## src/rtl/decoder_pkg.sv

```systemverilog
// Shared types and helpers for the sequenced 4:16 decoder.
package decoder_pkg;

  localparam int unsigned CNT_W = 8;

  typedef enum logic [1:0] {
    IDLE  = 2'd0,
    DRIVE = 2'd1,
    GAP   = 2'd2
  } state_t;

  function automatic logic [15:0] onehot16(input logic [3:0] idx);
    logic [15:0] v;
    v = '0;
    v[idx] = 1'b1;
    return v;
  endfunction

endpackage

```

## src/rtl/decoder4_16_seq_dec4_16.sv

```systemverilog
// Combinational 4->16 one-hot lookup feeding the next-Y register.
module dec4_16
  import decoder_pkg::*;
(
  input  logic [3:0]  l,
  output logic [15:0] y
);

  always_comb begin
    y = onehot16(l);
  end

endmodule

```

## src/rtl/decoder4_16_seq.sv

```systemverilog
// Timed one-hot strobe generator: accepts an encoded index and drives Y=1<<L for HOLD
// cycles, followed by GAP idle cycles, with a ready handshake and completed-symbol counter.
module decoder4_16_seq
  import decoder_pkg::*;
#(
  parameter int unsigned HOLD = 4,
  parameter int unsigned GAP  = 1,
  parameter int unsigned CW   = 8
) (
  input  logic          clk,
  input  logic          rst,
  input  logic          EI1,
  input  logic [3:0]    L,
  input  logic          GS,
  output logic          rdy,
  output logic [15:0]   Y,
  output logic          busy,
  output logic          done,
  output logic [CW-1:0] sym_cnt
);

  if (HOLD < 1 || HOLD > 255) begin : g_bad_hold
    $error("decoder4_16_seq: HOLD must be in 1..255");
  end
  if (GAP > 255) begin : g_bad_gap
    $error("decoder4_16_seq: GAP must be in 0..255");
  end

  localparam logic [CNT_W-1:0] HOLD_LD = CNT_W'(HOLD - 1);
  localparam logic [CNT_W-1:0] GAP_LD  = (GAP == 0) ? '0 : CNT_W'(GAP - 1);
  localparam logic             NO_GAP  = (GAP == 0);

  state_t            state_q, state_d;
  logic [CNT_W-1:0]  cnt_q, cnt_d;
  logic [15:0]       y_q, y_d;
  logic              busy_q, busy_d;
  logic              done_q, done_d;
  logic [CW-1:0]     sym_cnt_q, sym_cnt_d;
  logic [15:0]       y_new;
  logic              cnt_zero;
  logic              accept;

  dec4_16 u_dec (
    .l (L),
    .y (y_new)
  );

  always_comb begin
    cnt_zero = (cnt_q == '0);
    rdy = EI1 & ((state_q == decoder_pkg::IDLE)
               | ((state_q == decoder_pkg::DRIVE) & cnt_zero & NO_GAP)
               | ((state_q == decoder_pkg::GAP) & cnt_zero));
    accept = EI1 & GS & rdy;
  end

  always_comb begin
    state_d   = state_q;
    cnt_d     = cnt_q;
    y_d       = y_q;
    sym_cnt_d = sym_cnt_q;
    if (!EI1) begin
      // Enable loss aborts the symbol in flight without counting it.
      state_d = decoder_pkg::IDLE;
      cnt_d   = '0;
      y_d     = '0;
    end else begin
      case (state_q)
        decoder_pkg::IDLE: begin
          y_d = '0;
          if (accept) begin
            state_d = decoder_pkg::DRIVE;
            y_d     = y_new;
            cnt_d   = HOLD_LD;
          end
        end
        decoder_pkg::DRIVE: begin
          if (!cnt_zero) begin
            cnt_d = cnt_q - 1'b1;
          end else begin
            sym_cnt_d = sym_cnt_q + CW'(1);
            if (!NO_GAP) begin
              state_d = decoder_pkg::GAP;
              y_d     = '0;
              cnt_d   = GAP_LD;
            end else if (accept) begin
              y_d   = y_new;
              cnt_d = HOLD_LD;
            end else begin
              state_d = decoder_pkg::IDLE;
              y_d     = '0;
            end
          end
        end
        decoder_pkg::GAP: begin
          y_d = '0;
          if (!cnt_zero) begin
            cnt_d = cnt_q - 1'b1;
          end else if (accept) begin
            state_d = decoder_pkg::DRIVE;
            y_d     = y_new;
            cnt_d   = HOLD_LD;
          end else begin
            state_d = decoder_pkg::IDLE;
          end
        end
        default: begin
          state_d = decoder_pkg::IDLE;
          cnt_d   = '0;
          y_d     = '0;
        end
      endcase
    end
    busy_d = (state_d != decoder_pkg::IDLE);
    // done marks the cycle in which the final DRIVE count is on the register.
    done_d = (state_d == decoder_pkg::DRIVE) && (cnt_d == '0);
  end

  always_ff @(posedge clk or posedge rst) begin
    if (rst) begin
      state_q   <= decoder_pkg::IDLE;
      cnt_q     <= '0;
      y_q       <= '0;
      busy_q    <= 1'b0;
      done_q    <= 1'b0;
      sym_cnt_q <= '0;
    end else begin
      state_q   <= state_d;
      cnt_q     <= cnt_d;
      y_q       <= y_d;
      busy_q    <= busy_d;
      done_q    <= done_d;
      sym_cnt_q <= sym_cnt_d;
    end
  end

  assign Y       = y_q;
  assign busy    = busy_q;
  assign done    = done_q;
  assign sym_cnt = sym_cnt_q;

endmodule

```

## config.mk

```make
export PLATFORM = sky130hd
export DESIGN_NAME = decoder4_16_seq
export DESIGN_NICKNAME = d
export VERILOG_FILES = /design/src/rtl/decoder_pkg.sv /design/src/rtl/decoder4_16_seq_dec4_16.sv /design/src/rtl/decoder4_16_seq.sv
export SDC_FILE = /design/constraint.sdc
export NUM_CORES = 1
export LEC_CHECK = 0
export BUFFER_PORTS_ARGS = -buffer_cell sky130_fd_sc_hd__buf_2
export CAP_MARGIN = 25
export CORE_UTILIZATION = 35
export DETAILED_ROUTE_END_ITERATION = 8
export PLACE_DENSITY_LB_ADDON = 0.08
export SYNTH_ARGS = -nofsm -noshare
export SYNTH_HDL_FRONTEND = slang
export SYNTH_SLANG_ARGS = --single-unit
```

## constraint.sdc

```tcl
create_clock -name clk -period 4.7 [get_ports clk]
set_input_delay 0.47 -clock clk [delete_from_list [all_inputs] [get_ports clk]]
set_output_delay 0.47 -clock clk [all_outputs]
set_load 0.05 [all_outputs]
```

## Word level (Yosys, flattened, before mapping)

Cells that the tools add are included.
Widths: inputs -> output; s select.

| storage, ports and cells | value |
|---|---|
| bits in registers | 36 |
| output and inout port bits | 27 |
| logic and storage cells | 44 |
| input bits | 8 |

| operators by class | value |
|---|---|
| add/sub/neg operators | 2 |
| magnitude comparators | 2 |
| eq/ne operators | 4 |
| bitwise logic cells | 5 |
| multiplexer cells | 18 |
| reductions and logical operators | 7 |

Operators with widths:

| operator | count |
|---|---|
| $mux 16 | 4 |
| $pmux 16 s3 | 1 |
| $mux 8 | 4 |
| $pmux 8 s3 | 1 |
| $logic_not 8->1 | 2 |
| $add 8x1->8 const B | 1 |
| $mux 2 | 4 |
| $sub 8x1->8 const B | 1 |
| $pmux 2 s3 | 1 |
| $lt 4x5->1 const B | 1 |
| $and 1x1->1 | 4 |
| $demux 1 s4 | 1 |
| $eq 2x1->1 const B | 2 |
| $ge 4x1->1 const B | 1 |
| $ne 3x3->1 const B | 1 |
| $reduce_and 3->1 | 1 |
| $eq 2x2->1 const B | 1 |
| $logic_and 1x1->1 | 2 |
| $logic_not 2->1 | 1 |
| $mux 1 | 2 |
| $reduce_bool 2->1 | 1 |
| $or 1x1->1 | 1 |

## Depth between registers and ports, before layout

Gate-level depths: netlist of run 1.

| logic depth | value |
|---|---|
| depth after elaboration | 11 |
| depth in mapped cells | 8 |
| depth with buffers taken out | 8 |

## By module

Synthesis of run 1 repeated with hierarchy kept, for this count alone.

| unflattened totals | value |
|---|---|
| cells, all modules | 175 |
| area, all modules | 1,993.2 sq um |

Modules (own cells, without submodules):

| module | cells an instance | sequential area each (sq um) | area an instance (sq um) | instances |
|---|---|---|---|---|
| decoder4_16_seq | 155 | 900.9 | 1,766.7 | 1 |
| dec4_16 | 20 | 0.0 | 226.5 | 1 |

## Worst setup path after synthesis of run 1

No wires, ideal clock.

| timing path | value |
|---|---|
| path kind | register to register |
| start | register cnt_q[0] |
| end | register y_q[5], in the netlist Y[5] |
| data arrival time | 2.131 ns |
| data required time | 4.632 ns |
| cell stages (with the launch flop) | 9 |
| slack | 2.501 ns |
| period minus slack after synthesis | 2.199 ns |
| path buffers | 0 |
| library setup time | 0.068 ns |
| cell sequence | dfrtp_1 > inv_1 > ha_1 > or4b_4 > o21ai_2 > nand2_1 > nor2_4 > and4b_1 > a32o_1 |

| between the ends | value |
|---|---|
| word-level cells in the longest chain between the ends | 9 |
| elaborated cells between the ends (all ways) | 10 |
| those cells by class | eq/ne: 1; mux: 4; bitwise: 4; reduce/logical: 1 |

RTL lines:

| item | line | text |
|---|---|---|
| start, declared | decoder4_16_seq.sv:34 | `logic [CNT_W-1:0] cnt_q, cnt_d;` |
| start signal, assigned | decoder4_16_seq.sv:128 | `cnt_q <= cnt_d;` |
| $logic_not 8->1 * | decoder4_16_seq.sv:49 | `cnt_zero = (cnt_q == '0);` |
| $and 1x1->1 * | decoder4_16_seq.sv:52 | `\| ((state_q == decoder_pkg::GAP) & cnt_zero));` |
| $or 1x1->1 * | decoder4_16_seq.sv:52 |  |
| $and 1x1->1 * | decoder4_16_seq.sv:50 | `rdy = EI1 & ((state_q == decoder_pkg::IDLE)` |
| via rdy | decoder4_16_seq.sv:15 | `output logic rdy,` |
| $and 1x1->1 * | decoder4_16_seq.sv:53 | `accept = EI1 & GS & rdy;` |
| $mux 16 * | decoder4_16_seq.sv:70, decoder4_16_seq.sv:98 |  |
| $mux 16 | decoder4_16_seq.sv:96 | `if (!cnt_zero) begin` |
| $pmux 16 s3 * | decoder4_16_seq.sv:67 | `case (state_q)` |
| $mux 16 * | decoder4_16_seq.sv:61 | `if (!EI1) begin` |
| end signal, assigned | decoder4_16_seq.sv:129 | `y_q <= y_d;` |
| end, declared | decoder4_16_seq.sv:35 | `logic [15:0] y_q, y_d;` |

Mark *: on every way through the listed nets, which the timed path passes. The rest lies on a longest branch.
A chain may end at the register's enable or synchronous reset.

## Worst setup path in the final report of run 1

| timing path | value |
|---|---|
| start | register cnt_q[0] |
| end | output port rdy |

| between the ends | value |
|---|---|
| word-level cells in the longest chain between the ends | 4 |

RTL lines:

| item | line |
|---|---|
| $logic_not 8->1 | decoder4_16_seq.sv:49 |
| $and 1x1->1 | decoder4_16_seq.sv:52 |
| $or 1x1->1 | decoder4_16_seq.sv:52 |
| $and 1x1->1 | decoder4_16_seq.sv:50 |
| end, declared | decoder4_16_seq.sv:15 |

No other way between the ends.

==> results of run 1 <==
worst min-delay path by stage:
stage	from	to	depth (start not counted)
after floorplan	cnt_q[7]$_DFF_PP0_	cnt_q[7]$_DFF_PP0_	1
after global placement	sym_cnt[7]$_DFFE_PP0P_	sym_cnt[7]$_DFFE_PP0P_	1
after detailed placement	Y[6]$_DFFE_PP0P_	Y[6]$_DFFE_PP0P_	2
after CTS	rst	Y[6]$_DFFE_PP0P_	3
after global routing	rst	Y[0]$_DFFE_PP0P_	3
final	rst	Y[13]$_DFFE_PP0P_	3
power groups by stage:
stage          Clock (mW)  Sequential [mW]  Combinational, mW
3_3_place_gp            0            0.445              0.558
4_1_cts             0.240            0.438              0.567
5_1_grt             0.254            0.453              0.623
3_5_place_dp            0            0.445              0.564
6_report            0.230            0.439              0.569
2_1_floorplan           0            0.498              0.397
worst reg2reg max path, cell delays in order, from the launching register on:
cell and delay, ns:
dfrtp_1 0.43, inv_1 0.10, ha_1 0.14, or4b_4 0.51, o211ai_2 0.35, a21oi_1 0.08, o21ai_0 0.23, nor4bb_2 0.31
cell type report:
type,count,area (µm²)
inverter,5,18.8
clock inverter,1,7.51
timing repair buffer,36,185
sequential,36,901
tap,67,83.8
fill,478,2670
multi-input combinational,121,802
clock buffer,7,86.3
cells in the final DEF, fill, tap and decap left out, types with 4 or more instances in the layout:
| cell | netlist | final |
|---|---|---|
| dfrtp_1 | 36 | 36 |
| buf_2 | 1 | 34 |
| nand2_1 | 21 | 21 |
| nor2_1 | 14 | 14 |
| o21ai_0 | 13 | 13 |
| xnor2_1 | 6 | 6 |
| a21oi_1 | 6 | 6 |
| clkbuf_8 | 0 | 6 |
| inv_1 | 5 | 5 |
| nand4_1 | 4 | 4 |
| or2_2 | 4 | 4 |
| a22o_1 | 4 | 4 |
| a32o_1 | 4 | 4 |
metrics by stage:
stage | hold slack, ns | cells | instance area, µm² | utilization (%)
floorplan | 0.460 | 167 | 1740 | -
global placement | 0.457 | 264 | 1980 | 41.7
detailed placement | 0.466 | 264 | 1980 | 41.7
CTS | 0.293 | 272 | 2080 | 43.7
global route | 0.318 | 273 | 2080 | 43.8
finish | 0.275 | 273 | 2080 | 43.8
state kept, by name (all words and copies together) (netlist names):
register  count
Y            16
cnt_q         8
sym_cnt       8
state_q       2
busy          1
done          1
layer usage:
layer  track usage, %  up-vias  wire, µm
li1                 -      675         -
met1             19.8      674      1720
met2             24.2       23      1740
met3             4.58        6       118
met4             5.23        0        48
met5                0        -         0
cells by family (layout without fill, tap and decap cells):
group                    count (synthesis)  count (layout)  synth area share (%)
AO/OA/AOI/OAI                           42              42                  17.3
AND/OR/NAND/NOR                         67              67                  21.9
buffers and inverters                   10              49                  2.23
XOR/XNOR                                 8               8                  4.02
adder cells (fa/ha/maj)                  3               3                  2.16
flip-flops                              36              36                  51.7
multiplexers                             1               1                 0.647
==> results.md, run 1 <==
* Status: finished clean
* Initial antenna violation count at 0
* Crit path depth at 7
* Setup slack, reg-to-reg at 2.45 ns
* CP endpoint kind: output pin
* Final Cycle Share at 56.6%
* P_sw at 0.548 mW
* CP cell instances: inv_1 > ha_1 > or4b_4 > o21ai_2 > nand2_1 > nor2_4 > buf_2
* Post-synthesis register bit count at 36
* Most instantiated cells after synthesis: dfrtp_1 (36), nand2_1 (21), nor2_1 (14)
* Highest ir drop seen on vdd at 0.285 mV
* Max H-tree Level at 2
* Fin. max-slew vios at 0
* Synth area leaders: dfrtp_1 (52%), nand2_1 (4.5%), o21ai_0 (3.7%)
* Synth Instances at 167
* Yosys cell types at 41
* Min Tclk post-route at 2.66 ns
* Synth area leader: dfrtp_1
* Die X at 72.5 µm
* Dpl hpwl at 2640 µm
* Number of antenna diodes at 0
* Congestion Overflow GR at 0
* Gr usage total at 15.3%
* CTS Buf Count at 5
* Worst Path Required at 4.23 ns
* Worst reg2reg startpoint: cnt_q[0]$_DFF_PP0_
* Reg2reg path depth at 7
* Most common cell in the netlist: dfrtp_1
* Synth top area share at 51.7%
* Setup TNS Final at 0 ns
* Logic pwr share at 45.9%
* Post_cts resized at 0
* DRC at 0
* Final WS setup at 2.04 ns
* Critical Path End: rdy
* Reg clk slew, reported paths at 0.07 ns
* Synth warnings at 0
* Crit path buffers/inverters at 2
* Largest net degree at the start of global routing at 37
* Clock tree buffer depth at 2
* Post-synth top flop: dfrtp_1
* RR Endpoint: done$_DFF_PP0_
* Share of layout cells above drive strength 1 at 29.6%
* Power Total at 1.24 mW
* Final setup fails at 0
* Syn Nets at 178
* Crit-path max cell delay at 0.51 ns
* Pre-CTS setup slack at 2.21 ns
* Fin nets at 216
* IO buf count at 34
* CTS Hold Bufs at 0
* Hold crit path type: in -> async
* Final Hold Vio Count at 0
* Critical path fanouts, max at 6
* Synthesis-to-layout area growth at 19.7%
* Clock power frac at 18.6%
* Clock Sink Count at 36
* Ys async rst share at 100%
* DIE AREA at 5260 µm²
* Peak Freq at 0.376 GHz
* Root Driver: clkbuf_8
* Mean post-synth cell area at 10.4 µm²
* Switching Share at 44.3%
* Number of core rows at 25
* TritonCTS clock tree: yes
* CP top delay family: simple AND/OR/NAND/NOR gates
* DRT Wirelength at 3620 µm
* GP Congestion at 0.788
* Die Span Y at 72.5 µm
* Core ar. at 4750 µm²
* Leakage Power at 1.02 nW
* Seq/Total Area, Yosys at 51.7%
* Via Count at 1378
* Initial DRC count at 98
* Top-Level Pins at 35
* Vias in the first global route at 1243
* Crit path launch type: register
* Crit. Startpoint: cnt_q[0]$_DFF_PP0_
* Post-Synthesis Cell Area at 1740 µm²
* Reg power frac at 35.5%
* Clock Skews at 0.00675 ns
* WL/cell at 13.2 µm
* Worst slew margin at 70.1%
* EDFF count, synth at 0
* Critical path type: reg -> out
* TritonRoute pass-1 iters at 4
* Arr. time, crit path at 2.19 ns
* First-pass GRT wire length at 6030 µm
* Max-cap violations at 0
* Starting density of the core at 36.6%
* Final ANT Viol Nets at 0
* Least-Margin Pin Slew at 0.449 ns
* Critical path's slowest cell: or4b_4
* Post-CTS Setup Bufs at 0
* Clk Latency, worst-skew pair at 0.29 ns
* RSZ-0062 raised after global routing: no
* Pwr Density at 594 nW/µm²
* DR vias/cell at 5.05
* Internal power at 0.689 mW
(Power assumes the default switching activity.)
==> run 2: changes to the inputs <==
==> constraint.sdc (replaced) <==
create_clock -name clk -period 2.4 [get_ports clk]
set_input_delay 0.24 -clock clk [delete_from_list [all_inputs] [get_ports clk]]
set_output_delay 0.24 -clock clk [all_outputs]
set_load 0.05 [all_outputs]
==> run 2 against run 1 <==
Net effect: non-clock buffer count up 4; flip-flop and latch count stayed put; hold slack worse by 0.022 ns; first-iteration DRC count is 27% lower; register-to-register slack got worse by 2.2 ns; via count increased by 1.3%; global-route usage grew 0.96 points; sequential power up 91%; core utilization up 1.2 points; design area is 2.8% higher; largest cell class unchanged; largest power group unchanged; highest routed layer unchanged.
==> results.md, run 2 (same netlist as run 1, synthesis figures left out) <==
* Status: finished clean
* Power Total at 2.55 mW (+110%)
* HP Start: L[1]
* CP endpoint kind: output pin
* Hold crit path type: in -> reg
* Starting density of the core at 36.6% (unchanged)
* Max H-tree Level at 2 (unchanged)
* DRC at 0 (unchanged)
* Congestion Overflow GR at 0 (unchanged)
* Final ANT Viol Nets at 0 (unchanged)
* Number of core rows at 25 (unchanged)
* Root Driver: clkbuf_8
* Core ar. at 4750 µm² (unchanged)
* Dpl hpwl at 2830 µm (+7.2%)
* DRT Wirelength at 3820 µm (+5.7%)
* CP cell instances: inv_1 > ha_1 > or4b_4 > o21ai_2 > nand2_2 > nor2_4 > buf_6
* Setup TNS Final at 0 ns (unchanged)
* Final setup fails at 0 (unchanged)
* DR vias/cell at 5.04 (-0.16%)
* Die X at 72.5 µm (unchanged)
* Clock Sink Count at 36 (unchanged)
* IO buf count at 34 (unchanged)
* Crit. Startpoint: cnt_q[1]$_DFF_PP0_
* Clk Latency, worst-skew pair at 0.29 ns (about the same)
* Die Span Y at 72.5 µm (unchanged)
* RSZ-0062 raised after global routing: no
* Top-Level Pins at 35 (unchanged)
* Commonest cells after routing, fill and taps aside: dfrtp_1 (36), buf_2 (33), nand2_1 (20), o21ai_0 (13), nor2_1 (13)
* Fill count at 493 (+3.1%)
* Most common cell after layout, fill and taps aside: dfrtp_1
* CTS Buf Count at 5 (unchanged)
* Layout Cells excl Fill at 277 (+1.5%)
* Worst reg2reg startpoint: cnt_q[1]$_DFF_PP0_
* GP Congestion at 0.797 (+1.1%)
* Gr usage total at 16.2% (+0.96 points)
* Arr. time, crit path at 2.04 ns (-0.15 ns)
* Leakage Power at 1.05 nW (+3.0%)
* Share of layout cells above drive strength 1 at 31.4% (+1.8 points)
* Initial antenna violation count at 0 (unchanged)
* Critical path fanouts, max at 5 (-1)
* Max reg flops at 16 (unchanged)
* Highest ir drop seen on vdd at 0.457 mV (+60%)
* Final Hold Vio Count at 0 (unchanged)
* Largest net degree at the start of global routing at 26 (-30%)
* WL/cell at 13.8 µm (+4.2%)
* First-pass GRT wire length at 6420 µm (+6.4%)
* Fin util at 45.1% (+1.2 points)
* Worst Hold Slack at 0.253 ns (-0.0223 ns)
* TritonRoute pass-1 iters at 4 (unchanged)
* Critical path's slowest cell: or4b_4
* Synthesis-to-layout area growth at 23.0%
* Clock tree buffer depth at 2 (unchanged)
* Reg clk slew, reported paths at 0.07 ns (about the same)
* Final Cycle Share at 95.0%
* Worst slew margin at 55.6% (-14 points)
* Worst Path Required at 2.16 ns (-2.07 ns)
* Critical path type: reg -> out
* Vias in the first global route at 1356 (+9.1%)
* Post-CTS Setup Bufs at 0 (unchanged)
* Via Count at 1396 (+1.3%)
* Cell count after placement at 268 (+1.5%)
* Design Area, Final at 2140 µm² (+2.8%)
* TritonCTS clock tree: yes
* Peak Freq at 0.439 GHz
* Number of antenna diodes at 0 (unchanged)
* Placed inst area at 2010 µm² (+1.5%)
* Min Tclk post-route at 2.28 ns
* Crit-path max cell delay at 0.50 ns (about the same)
* Clock Skews at 0.00887 ns (+0.00212 ns)
* Fin nets at 220 (+1.9%)
* DIE AREA at 5260 µm² (unchanged)
* Max-cap violations at 0 (unchanged)
* Fin. max-slew vios at 0 (unchanged)
* Final WS setup at 0.121 ns (-1.92 ns)
* Least-Margin Pin Slew at 0.665 ns (+0.216 ns)
* Pwr Density at 1190 nW/µm² (+100%)
* Initial DRC count at 72 (-27%)
* Pre-CTS setup slack at 0.00961 ns (-2.20 ns)
* Crit path launch type: register
run 2: path summary, 6_finish.rpt:
path,end,slack (ns),depth (start not counted)
worst min-delay path,Y[0]$_DFFE_PP0P_,0.25,2
worst max-delay path,rdy,0.12,7
max in group asynchronous,Y[2]$_DFFE_PP0P_,1.20,4
worst max register to register,done$_DFF_PP0_,0.24,8
min in group asynchronous,sym_cnt[5]$_DFFE_PP0P_,0.50,3
worst min register to register,sym_cnt[7]$_DFFE_PP0P_,0.46,1
run 2: area by class of cell:
| cell class | instances | area [µm²] | area share [%] |
|---|---|---|---|
| Clock buffer | 6 | 72.6 | 3.39 |
| Clock inverter | 2 | 35.0 | 1.64 |
| Inverter | 5 | 18.8 | 0.876 |
| Multi-Input combinational cell | 121 | 807 | 37.7 |
| Sequential cell | 36 | 901 | 42.1 |
| Tap cell | 67 | 83.8 | 3.91 |
| Timing Repair Buffer | 40 | 224 | 10.5 |
run 2: power breakdown:
group	switching [mW]	total (mW)	internal, mW
clock	0.212	0.520	0.308
sequential	0.118	0.838	0.720
combinational	0.759	1.19	0.432
run 2: layer usage:
| metal | global-route usage [%] | routed length [µm] | vias to the layer above |
|---|---|---|---|
| met5 | 0 | 0 | - |
| met4 | 6.54 | 42 | 0 |
| met3 | 4.58 | 111 | 4 |
| met2 | 26.2 | 1900 | 20 |
| met1 | 20.5 | 1770 | 693 |
| li1 | - | - | 679 |
run 2: what timing repair did:
action / in CTS / in global routing
setup endpoints to repair: 2 / 1
hold buffers: 1 / 0
gates resized for setup: 2 / 2
hold endpoints to repair: 11 / 0
gates cloned: 0 / 0
run 2: critical path, delay by kind of cell, from the launching register on:
kind / cells / cell delay [ns]
fa+ha+maj: 1 / 0.13
compound gates: 1 / 0.18
buf+inv: 2 / 0.27
flops: 1 / 0.41
simple gates: 3 / 0.75
